File: src/rtl/bcd_digit_entry_if.sv
// Bus between the keypad BCD entry block and its consumer: raw key/switch
// inputs in, packed BCD digits, blank mask and status pulses out.
interface bcd_digit_entry_if #(
  parameter int NUM_DIGITS = 6
);
  localparam int CW = $clog2(NUM_DIGITS + 1);

  logic [3:0]              digit_in;
  logic                    enter_n;
  logic                    clear_n;
  logic [4*NUM_DIGITS-1:0] value;
  logic [NUM_DIGITS-1:0]   blank;
  logic [CW-1:0]           digit_count;
  logic                    full;
  logic                    done;
  logic                    err;

  modport master (
    output digit_in, enter_n, clear_n,
    input  value, blank, digit_count, full, done, err
  );

  modport slave (
    input  digit_in, enter_n, clear_n,
    output value, blank, digit_count, full, done, err
  );
endinterface

File: src/rtl/bcd_digit_entry.sv
// Keypad-style BCD entry: two debounced active-low keys commit or clear digits
// that shift into a packed BCD register with a per-digit blank mask.

module bcd_key_debounce #(
  parameter int DEBOUNCE_CYCLES = 500000
) (
  input  logic clk,
  input  logic reset,
  input  logic key_n,
  output logic press
);
  localparam int CNT_W = (DEBOUNCE_CYCLES > 1) ? $clog2(DEBOUNCE_CYCLES) : 1;
  localparam logic [CNT_W-1:0] CNT_LAST = CNT_W'(DEBOUNCE_CYCLES - 1);

  logic             sync1_q, sync1_d;
  logic             sync2_q, sync2_d;
  logic             deb_q, deb_d;
  logic             armed_q, armed_d;
  logic             press_q, press_d;
  logic [CNT_W-1:0] cnt_q, cnt_d;
  logic [1:0]       settle_q, settle_d;

  always_comb begin
    sync1_d  = key_n;
    sync2_d  = sync1_q;
    settle_d = (settle_q == 2'd2) ? settle_q : settle_q + 2'd1;

    deb_d = deb_q;
    cnt_d = '0;
    if (sync2_q != deb_q) begin
      if (cnt_q == CNT_LAST) begin
        deb_d = sync2_q;
      end else begin
        cnt_d = cnt_q + CNT_W'(1);
      end
    end

    // A key held through reset must be seen released before it may strobe;
    // settle_q masks the reset value still sitting in the synchronizer.
    armed_d = armed_q | ((settle_q == 2'd2) & sync2_q);
    press_d = armed_q & deb_q & ~deb_d;
  end

  always_ff @(posedge clk) begin
    if (reset) begin
      sync1_q  <= 1'b1;
      sync2_q  <= 1'b1;
      deb_q    <= 1'b1;
      cnt_q    <= '0;
      armed_q  <= 1'b0;
      press_q  <= 1'b0;
      settle_q <= 2'd0;
    end else begin
      sync1_q  <= sync1_d;
      sync2_q  <= sync2_d;
      deb_q    <= deb_d;
      cnt_q    <= cnt_d;
      armed_q  <= armed_d;
      press_q  <= press_d;
      settle_q <= settle_d;
    end
  end

  assign press = press_q;
endmodule

module bcd_digit_entry #(
  parameter int NUM_DIGITS      = 6,
  parameter int DEBOUNCE_CYCLES = 500000
) (
  input logic              clk,
  input logic              reset,
  bcd_digit_entry_if.slave bus
);
  localparam int CW = $clog2(NUM_DIGITS + 1);
  localparam int VW = 4 * NUM_DIGITS;

  localparam logic [0:0] ST_ENTRY = 1'b0;
  localparam logic [0:0] ST_FULL  = 1'b1;

  logic commit;
  logic clr;

  bcd_key_debounce #(.DEBOUNCE_CYCLES(DEBOUNCE_CYCLES)) u_enter (
    .clk   (clk),
    .reset (reset),
    .key_n (bus.enter_n),
    .press (commit)
  );

  bcd_key_debounce #(.DEBOUNCE_CYCLES(DEBOUNCE_CYCLES)) u_clear (
    .clk   (clk),
    .reset (reset),
    .key_n (bus.clear_n),
    .press (clr)
  );

  logic [0:0]            state_q, state_d;
  logic [VW-1:0]         value_q, value_d;
  logic [CW-1:0]         count_q, count_d;
  logic [NUM_DIGITS-1:0] blank_q, blank_d;
  logic                  full_q, full_d;
  logic                  done_q, done_d;
  logic                  err_q, err_d;
  logic                  live_q, live_d;

  always_comb begin
    state_d = state_q;
    value_d = value_q;
    count_d = count_q;
    done_d  = 1'b0;
    err_d   = 1'b0;
    live_d  = 1'b1;

    // Clear outranks a same-cycle commit, which is dropped without err.
    if (clr) begin
      state_d = ST_ENTRY;
      value_d = '0;
      count_d = '0;
    end else if (commit) begin
      case (state_q)
        ST_ENTRY: begin
          if (bus.digit_in > 4'd9) begin
            err_d = 1'b1;
          end else begin
            value_d = {value_q[VW-5:0], bus.digit_in};
            count_d = count_q + CW'(1);
            if (count_d == CW'(NUM_DIGITS)) begin
              state_d = ST_FULL;
              done_d  = 1'b1;
            end
          end
        end
        ST_FULL: begin
          err_d = 1'b1;
        end
        default: begin
          state_d = ST_ENTRY;
        end
      endcase
    end

    full_d = (state_d == ST_FULL);
    for (int i = 0; i < NUM_DIGITS; i++) begin
      blank_d[i] = (CW'(i) >= count_d);
    end
  end

  always_ff @(posedge clk) begin
    if (reset) begin
      state_q <= ST_ENTRY;
      value_q <= '0;
      count_q <= '0;
      blank_q <= '1;
      full_q  <= 1'b0;
      done_q  <= 1'b0;
      err_q   <= 1'b0;
      live_q  <= 1'b1;
    end else begin
      state_q <= state_d;
      value_q <= value_d;
      count_q <= count_d;
      blank_q <= blank_d;
      full_q  <= full_d;
      done_q  <= done_d;
      err_q   <= err_d;
      live_q  <= live_d;
    end
  end

  always_ff @(posedge clk) begin
    if (!reset && live_q) begin
      assert (!(done_q && err_q));
      assert (count_q <= CW'(NUM_DIGITS));
      assert (full_q == (count_q == CW'(NUM_DIGITS)));
    end
  end

  assign bus.value       = value_q;
  assign bus.blank       = blank_q;
  assign bus.digit_count = count_q;
  assign bus.full        = full_q;
  assign bus.done        = done_q;
  assign bus.err         = err_q;
endmodule
File: src/flat_wrapper.sv
// flat-port wrapper written by rule: the top's interface ports become plain ports
module bcd_digit_entry_flat 
#(
  parameter int NUM_DIGITS      = 6,
  parameter int DEBOUNCE_CYCLES = 500000
)
  (clk, reset, bus_digit_in, bus_enter_n, bus_clear_n, bus_value, bus_blank, bus_digit_count, bus_full, bus_done, bus_err);
  bcd_digit_entry_if #(.NUM_DIGITS(NUM_DIGITS)) bus_i ();
  input logic clk;
  input logic reset;
  input wire logic [$bits(bus_i.digit_in)-1:0] bus_digit_in;
  input wire logic [$bits(bus_i.enter_n)-1:0] bus_enter_n;
  input wire logic [$bits(bus_i.clear_n)-1:0] bus_clear_n;
  output wire logic [$bits(bus_i.value)-1:0] bus_value;
  output wire logic [$bits(bus_i.blank)-1:0] bus_blank;
  output wire logic [$bits(bus_i.digit_count)-1:0] bus_digit_count;
  output wire logic [$bits(bus_i.full)-1:0] bus_full;
  output wire logic [$bits(bus_i.done)-1:0] bus_done;
  output wire logic [$bits(bus_i.err)-1:0] bus_err;
  assign bus_i.digit_in = bus_digit_in;
  assign bus_i.enter_n = bus_enter_n;
  assign bus_i.clear_n = bus_clear_n;
  assign bus_value = bus_i.value;
  assign bus_blank = bus_i.blank;
  assign bus_digit_count = bus_i.digit_count;
  assign bus_full = bus_i.full;
  assign bus_done = bus_i.done;
  assign bus_err = bus_i.err;
  bcd_digit_entry #(.NUM_DIGITS(NUM_DIGITS), .DEBOUNCE_CYCLES(DEBOUNCE_CYCLES)) u_core (.clk(clk), .reset(reset), .bus(bus_i));
endmodule
File: config.mk
export PLATFORM = sky130hd
export DESIGN_NAME = bcd_digit_entry_flat
export DESIGN_NICKNAME = d
export VERILOG_FILES = /design/src/rtl/bcd_digit_entry_if.sv /design/src/rtl/bcd_digit_entry.sv /design/src/flat_wrapper.sv
export SDC_FILE = /design/constraint.sdc
export NUM_CORES = 1
export LEC_CHECK = 0
export CORE_ASPECT_RATIO = 1.4
export CORE_UTILIZATION = 45
export CTS_CLUSTER_SIZE = 12
export DETAILED_ROUTE_END_ITERATION = 12
export PLACE_DENSITY_LB_ADDON = 0.3
export SLEW_MARGIN = 20
export SYNTH_ARGS = -nofsm -noshare
export SYNTH_HDL_FRONTEND = slang
export SYNTH_SLANG_ARGS = --single-unit
File: constraint.sdc
create_clock -name clk -period 1.8 [get_ports clk]
set_input_delay 0.18 -clock clk [delete_from_list [all_inputs] [get_ports clk]]
set_output_delay 0.18 -clock clk [all_outputs]
set_load 0.03 [all_outputs]
# ---- Word level (Yosys, flattened, before mapping)
# Index checks and enable logic that the tools add are counted.
dict set report classes {
  add_sub_neg 5
  multipliers 0
  n_div 0
  n_lt_le_gt_ge 7
  n_eq_ne 7
  n_shift 0
  mux 13
  bitwise 15
  reduce_logical 6
}
# op n
set ops {}
lappend ops {{adder 19 x 1 -> 19 bit (second input constant)} 2}
lappend ops {{equality test 19 bit (second input constant)} 2}
lappend ops {{two-way mux 3 bit} 4}
lappend ops {{OR reduction 3 bit} 3}
lappend ops {{two-way mux 1 bit} 8}
lappend ops {{NOT 1 bit} 7}
lappend ops {{AND 1 bit} 6}
lappend ops {{greater-or-equal comparator 1 x 3 -> 1 bit (first input constant)} 2}
lappend ops {{greater-or-equal comparator 2 x 3 -> 1 bit (first input constant)} 2}
lappend ops {{greater-or-equal comparator 3 bit (first input constant)} 2}
lappend ops {{adder 2 x 1 -> 2 bit (second input constant)} 2}
lappend ops {{equality test 2 bit (second input constant)} 2}
lappend ops {{> comparator 4 bit (second input constant)} 1}
lappend ops {{OR reduction 4 bit} 1}
lappend ops {{adder 3 x 1 -> 3 bit (second input constant)} 1}
lappend ops {{equality test 3 bit (second input constant)} 1}
lappend ops {{AND reduction 3 bit} 1}
lappend ops {{!= test 1 bit} 2}
lappend ops {{bitwise OR 1 bit} 2}
lappend ops {{one-hot mux 1 bit (2 select lines)} 1}
lappend ops {{OR reduction 2 bit} 1}
dict set report word_totals {
  register_bits 88
  latch_bits 0
  ram_bits 0
  romBits 0
  inputBits 8
  out_inout_bits 36
  memories 0
}

# ---- Logic depth before layout (Yosys ltp)
dict set report logic_depth {
  depth_word 6
  depth_mapped 7
  ltp_nobuf 6
}

# ---- By module
# A second synthesis with hierarchy kept.
dict set report unflattened {
  hier_cells 412
  area_unflattened_um2 3661.0
}
# module n_inst cells_each area_per_inst_um2
set by_module_without_submodules {}
lappend by_module_without_submodules {bcd_key_debounce 2 122 1106.1}
lappend by_module_without_submodules {bcd_digit_entry 1 168 1448.9}

# ---- Worst setup path before layout
# Ideal clock, no wire load.
dict set report synth_timing {
  kind {flip-flop to flip-flop}
  startpoint {register u_core.u_enter.cnt_q[0]}
  endpoint {register u_core.u_enter.cnt_q[18]}
  setup_ns 0.130
  arrival_time_ns 1.552
  t_required_ns 1.670
  path_slack_ns 0.119
  stages_incl_launch_ff 6
  path_buffers 0
  period_less_slack_ns 1.681
  path_cell_list {dfxtp_1 -> ha_1 -> nand4_2 -> or4_1 -> o21ai_0 -> a21oi_1}
}
dict set report synth_between {
  elab_chain_len 2
  word_cells_on_any_way 3
}
# element line_no
set synth_lines {}
lappend synth_lines {{start: declaration} bcd_digit_entry.sv:20} ;# logic [CNT_W-1:0] cnt_q, cnt_d;
lappend synth_lines {{start signal: assignment} bcd_digit_entry.sv:57} ;# cnt_q <= cnt_d;
lappend synth_lines {{branches (longest 2 deep; another with adder 19 x 1 -> 19 bit)} --}
# Several ways; the timed one is not identified.
# A chain may end at the register's enable or synchronous reset.

# ---- Final worst setup path
dict set report layout_timing {
  startpoint {register u_core.count_q[1], in the netlist u_core.bus.digit_count[1]}
  endpoint {output bus_digit_count[1]}
}
# element line_no
set layout_rtl {}
lappend layout_rtl {{start: declaration} bcd_digit_entry.sv:100} ;# logic [CW-1:0] count_q, count_d;
lappend layout_rtl {{start signal: assignment} bcd_digit_entry.sv:162} ;# count_q <= count_d;
lappend layout_rtl {{end: declaration} flat_wrapper.sv:16} ;# output wire logic [$bits(bus_i.digit_count)-1:0] bus_digit_count;
# No word-level cell between the ends.

==> summary.md <==
| Metric | Value |
|---|---|
| Status | `finished, final reports clean` |
| RR Startpoint | `u_core.u_clear.cnt_q[0]` |
| Port Buffers | `43` |
| Yosys top cell area share | `49.9%` |
| Clock Pin Slew Worst Setup and Hold Paths | `0.08 ns` |
| Area Growth Syn to Fin | `25.4%` |
| Vias in the first global route | `2712` |
| Worst skew pair latency | `0.36 ns` |
| Final Max Slew Viols | `0` |
| Slew Limit Headroom | `a little under three quarters` |
| DRC | `0` |
| Final period util | `between 90% and 100%` |
| Leading post-synthesis cells by cell area | `dfxtp_1, nand2_1, a21oi_1` |
| Hold path start | `bus_clear_n` |
| Psw | `0.000839 W` |
| Delay of the slowest critical-path stage | `0.71 ns` |
| CP bufs+invs | `1` |
| Worst Setup SP | `u_core.bus.digit_count[1]` |
| Critical path startpoint category | `register` |
| Setup violators final | `0` |
| Crit path cell chain | `clkdlybuf4s50_1` |
| Internal | `~0.0029 W` |
| Design Area, Final | `between 4000 and 5000 um^2` |
| CTS tree | `yes` |
| Largest net degree at the start of global routing | `25` |
| Highest metal used | `met4` |
| Combinational power share | `under 10%` |
| Initial antenna violation count | `0` |
| Critical path class | `reg2out` |
| Die X | `76.9 um` |
| Crit path max-delay family | `buffers and inverters` |
| Setup TNS Final | `0 ns` |
| Leakage power | `1.50 nW` |
| Crit path max-delay cell type | `clkdlybuf4s50_1` |
| Yosys reg bits | `88` |
| Routed metal-1 wirelength | `2930 um` |
| Via density | `5.13` |
| Register area share after synthesis | `49.9%` |
| Most frequent cells in the layout | `dfxtp_1, nand2_1, nor2_1` |
| Unrepaired setup endpoints after global routing | `no` |
| Ys flop type | `dfxtp_1` |
| Detailed-route via count | `slightly below 3000` |
| Max capacitance violation total | `0` |
| Diode count | `0` |
| Antenna-violating nets left | `0` |
| Cell Area, Synth | `3530 um^2` |
| Synth warn | `0` |
| Commonest non-fill, non-tap cell in the layout | `dfxtp_1` |
| # IOs | `44` |
| Count of final hold-check violations | `0` |
| Minimum clock period | `~1.7 ns` |
| GRT Residual Overflow | `0` |
| CTS Buf Count | `9` |
| Max Clock Freq | `588 MHz` |
| Longest Clk Path Bufs | `2` |
| Final worst slack | `0.0994 ns` |
| Total track usage | `between 10% and 20%` |
| Cell Area, Placed | `between 4000 and 5000 um^2` |
| Number of synthesized flops with an enable pin | `0` |
| PwrDens | `853 nW/um^2` |
| Share of cells above drive strength 1 | `11.2%` |
| Initial DRC count | `83` |
| Area leader, netlist | `dfxtp_1` |
| Ys async rst share | `0%` |
| Syn nets | `between 400 and 500` |
| Nets | `484` |
| Met2 routed WL | `3570 um` |
| Placed Instances | `556` |
| Sequential share of power | `54.0%` |
| Worst EP required | `1.62 ns` |
| Clock root buffer | `clkbuf_8` |
| Post-DP HPWL | `~4900 um` |
| DIE HEIGHT | `107 um` |
| Final Total Pwr | `0.00378 W` |
| Largest fanout on the critical path | `6` |
| HP Class | `in2reg` |
| Die ar. | `8220 um^2` |
| Starting Density | `47.4%` |
| Placeable core region | `approximately 7500 um^2` |
| Total Wirelength | `roughly 6900 um` |
| Clk sink count | `88` |
| DR pass1 iterations | `6` |
| Sw Share | `22.2%` |
| Hold buffers post-CTS | `0` |
| Cells after synthesis | `409` |
| WP data arrival | `1.52 ns` |
| Post-Layout Cell Count | `572` |
| Setup Slack @ Placement | `approximately 0.099 ns` |
| Maximum vdd ir drop | `between 0.0006 and 0.0007 V` |
| Worst-margin pin slew | `0.423 ns` |
| Avg Cell Area, Syn | `8.64 um^2` |
| H-Tree Depth | `3` |
| CP Capture Type | `output pin` |
| WL met3 | `246 um` |
| Post-synth cell types | `42` |
| Final GP Congestion | `~0.83` |
| Clk network pwr share | `40.0%` |
| # rows | `37` |
| Routed WL per cell | `12.0 um` |
| Final Skew | `0.00657 ns` |
| First-pass GRT wire length | `~12000 um` |
-- Yosys cell counts, types with 2 or more instances --
| master | count |
|---|---|
| nor4bb_1 | 3 |
| dfxtp_1 | 88 |
| a21oi_1 | 41 |
| nand4_2 | 3 |
| and2_1 | 3 |
| a211oi_1 | 2 |
| o21ai_0 | 6 |
| nor4_1 | 10 |
| a31o_2 | 3 |
| xor2_1 | 14 |
| nand3_1 | 15 |
| nand2_1 | 68 |
| ha_1 | 6 |
| inv_1 | 15 |
| xnor2_1 | 19 |
| nand4_1 | 12 |
| and4_1 | 2 |
| clkbuf_1 | 6 |
| or3_1 | 2 |
| buf_2 | 6 |
| nor2_1 | 48 |
| or2_2 | 6 |
| nor3_1 | 8 |
| nand3b_1 | 2 |
| and3_1 | 3 |
| clkbuf_2 | 2 |
-- power by group through the flow --
stage	Combinational, W	Sequential [W]	Clock (W)
finish	0.000227	0.00204	0.00151
global route	0.000275	0.00205	0.00163
CTS	0.000231	0.00204	0.00155
detailed placement	0.000229	0.00209	0
global placement	0.000221	0.00209	0
floorplan	0.000176	0.00208	0
-- what timing repair did --
action / CTS / global route
hold endpoints to repair: 0 / 0
buffers inserted: 0 / 0
setup endpoints to repair: 0 / 2
resized for setup: 0 / 3
-- layer usage --
metal  global-route usage (%)  vias up
li1                         -     1508
met1                     19.4     1344
met2                     32.8       70
met3                     4.34       12
met4                     10.2        0
met5                        0        -
-- flip-flops by register name, indices dropped and copies added (netlist names), 2 cells and up --
signal and count:
u_core.bus.blank 6, u_core.bus.digit_count 3, u_core.bus.value 24, u_core.u_clear.cnt_q 19
u_core.u_clear.settle_q 2, u_core.u_enter.cnt_q 19, u_core.u_enter.settle_q 2
-- final cells by class --
type	count	area, um^2
Timing Repair Buffer	65	623
Inverter	15	56.3
Tap cell	97	121
Clock buffer	12	145
Fill cell	651	3020
Sequential cell	88	1760
Multi-Input combinational cell	291	1650
Clock inverter	4	76.3
-- final timing paths --
kind / end / slack (ns) / depth (start not counted)
max: bus_digit_count[1] / 0.1 / 1
min: u_core.u_clear.sync1_q / 0.37 / 2
max reg2reg: u_core.u_clear.cnt_q[18] / 0.12 / 5
min reg2reg: u_core.u_enter.sync2_q / 0.41 / 1
-- stage by stage --
stage	hold slack, ns	util (%)
floorplan	0.284	-
global placement	0.397	56.4
detailed placement	0.396	56.4
CTS	0.353	59.4
global route	0.367	59.5
finish	0.374	59.5
-- logic make-up (layout without fill, tap and decap cells) --
kind of cell,count (synthesis),after routing,share of synthesized area [%]
AND/OR/NAND/NOR,193,193,26.8
flip-flops,88,88,49.9
AO/OA/AOI/OAI,59,59,9.42
XOR/XNOR,33,33,8.18
buffers and inverters,30,96,3.58
adder cells (fa/ha/maj),6,6,2.12
(Power assumes the default switching activity.)
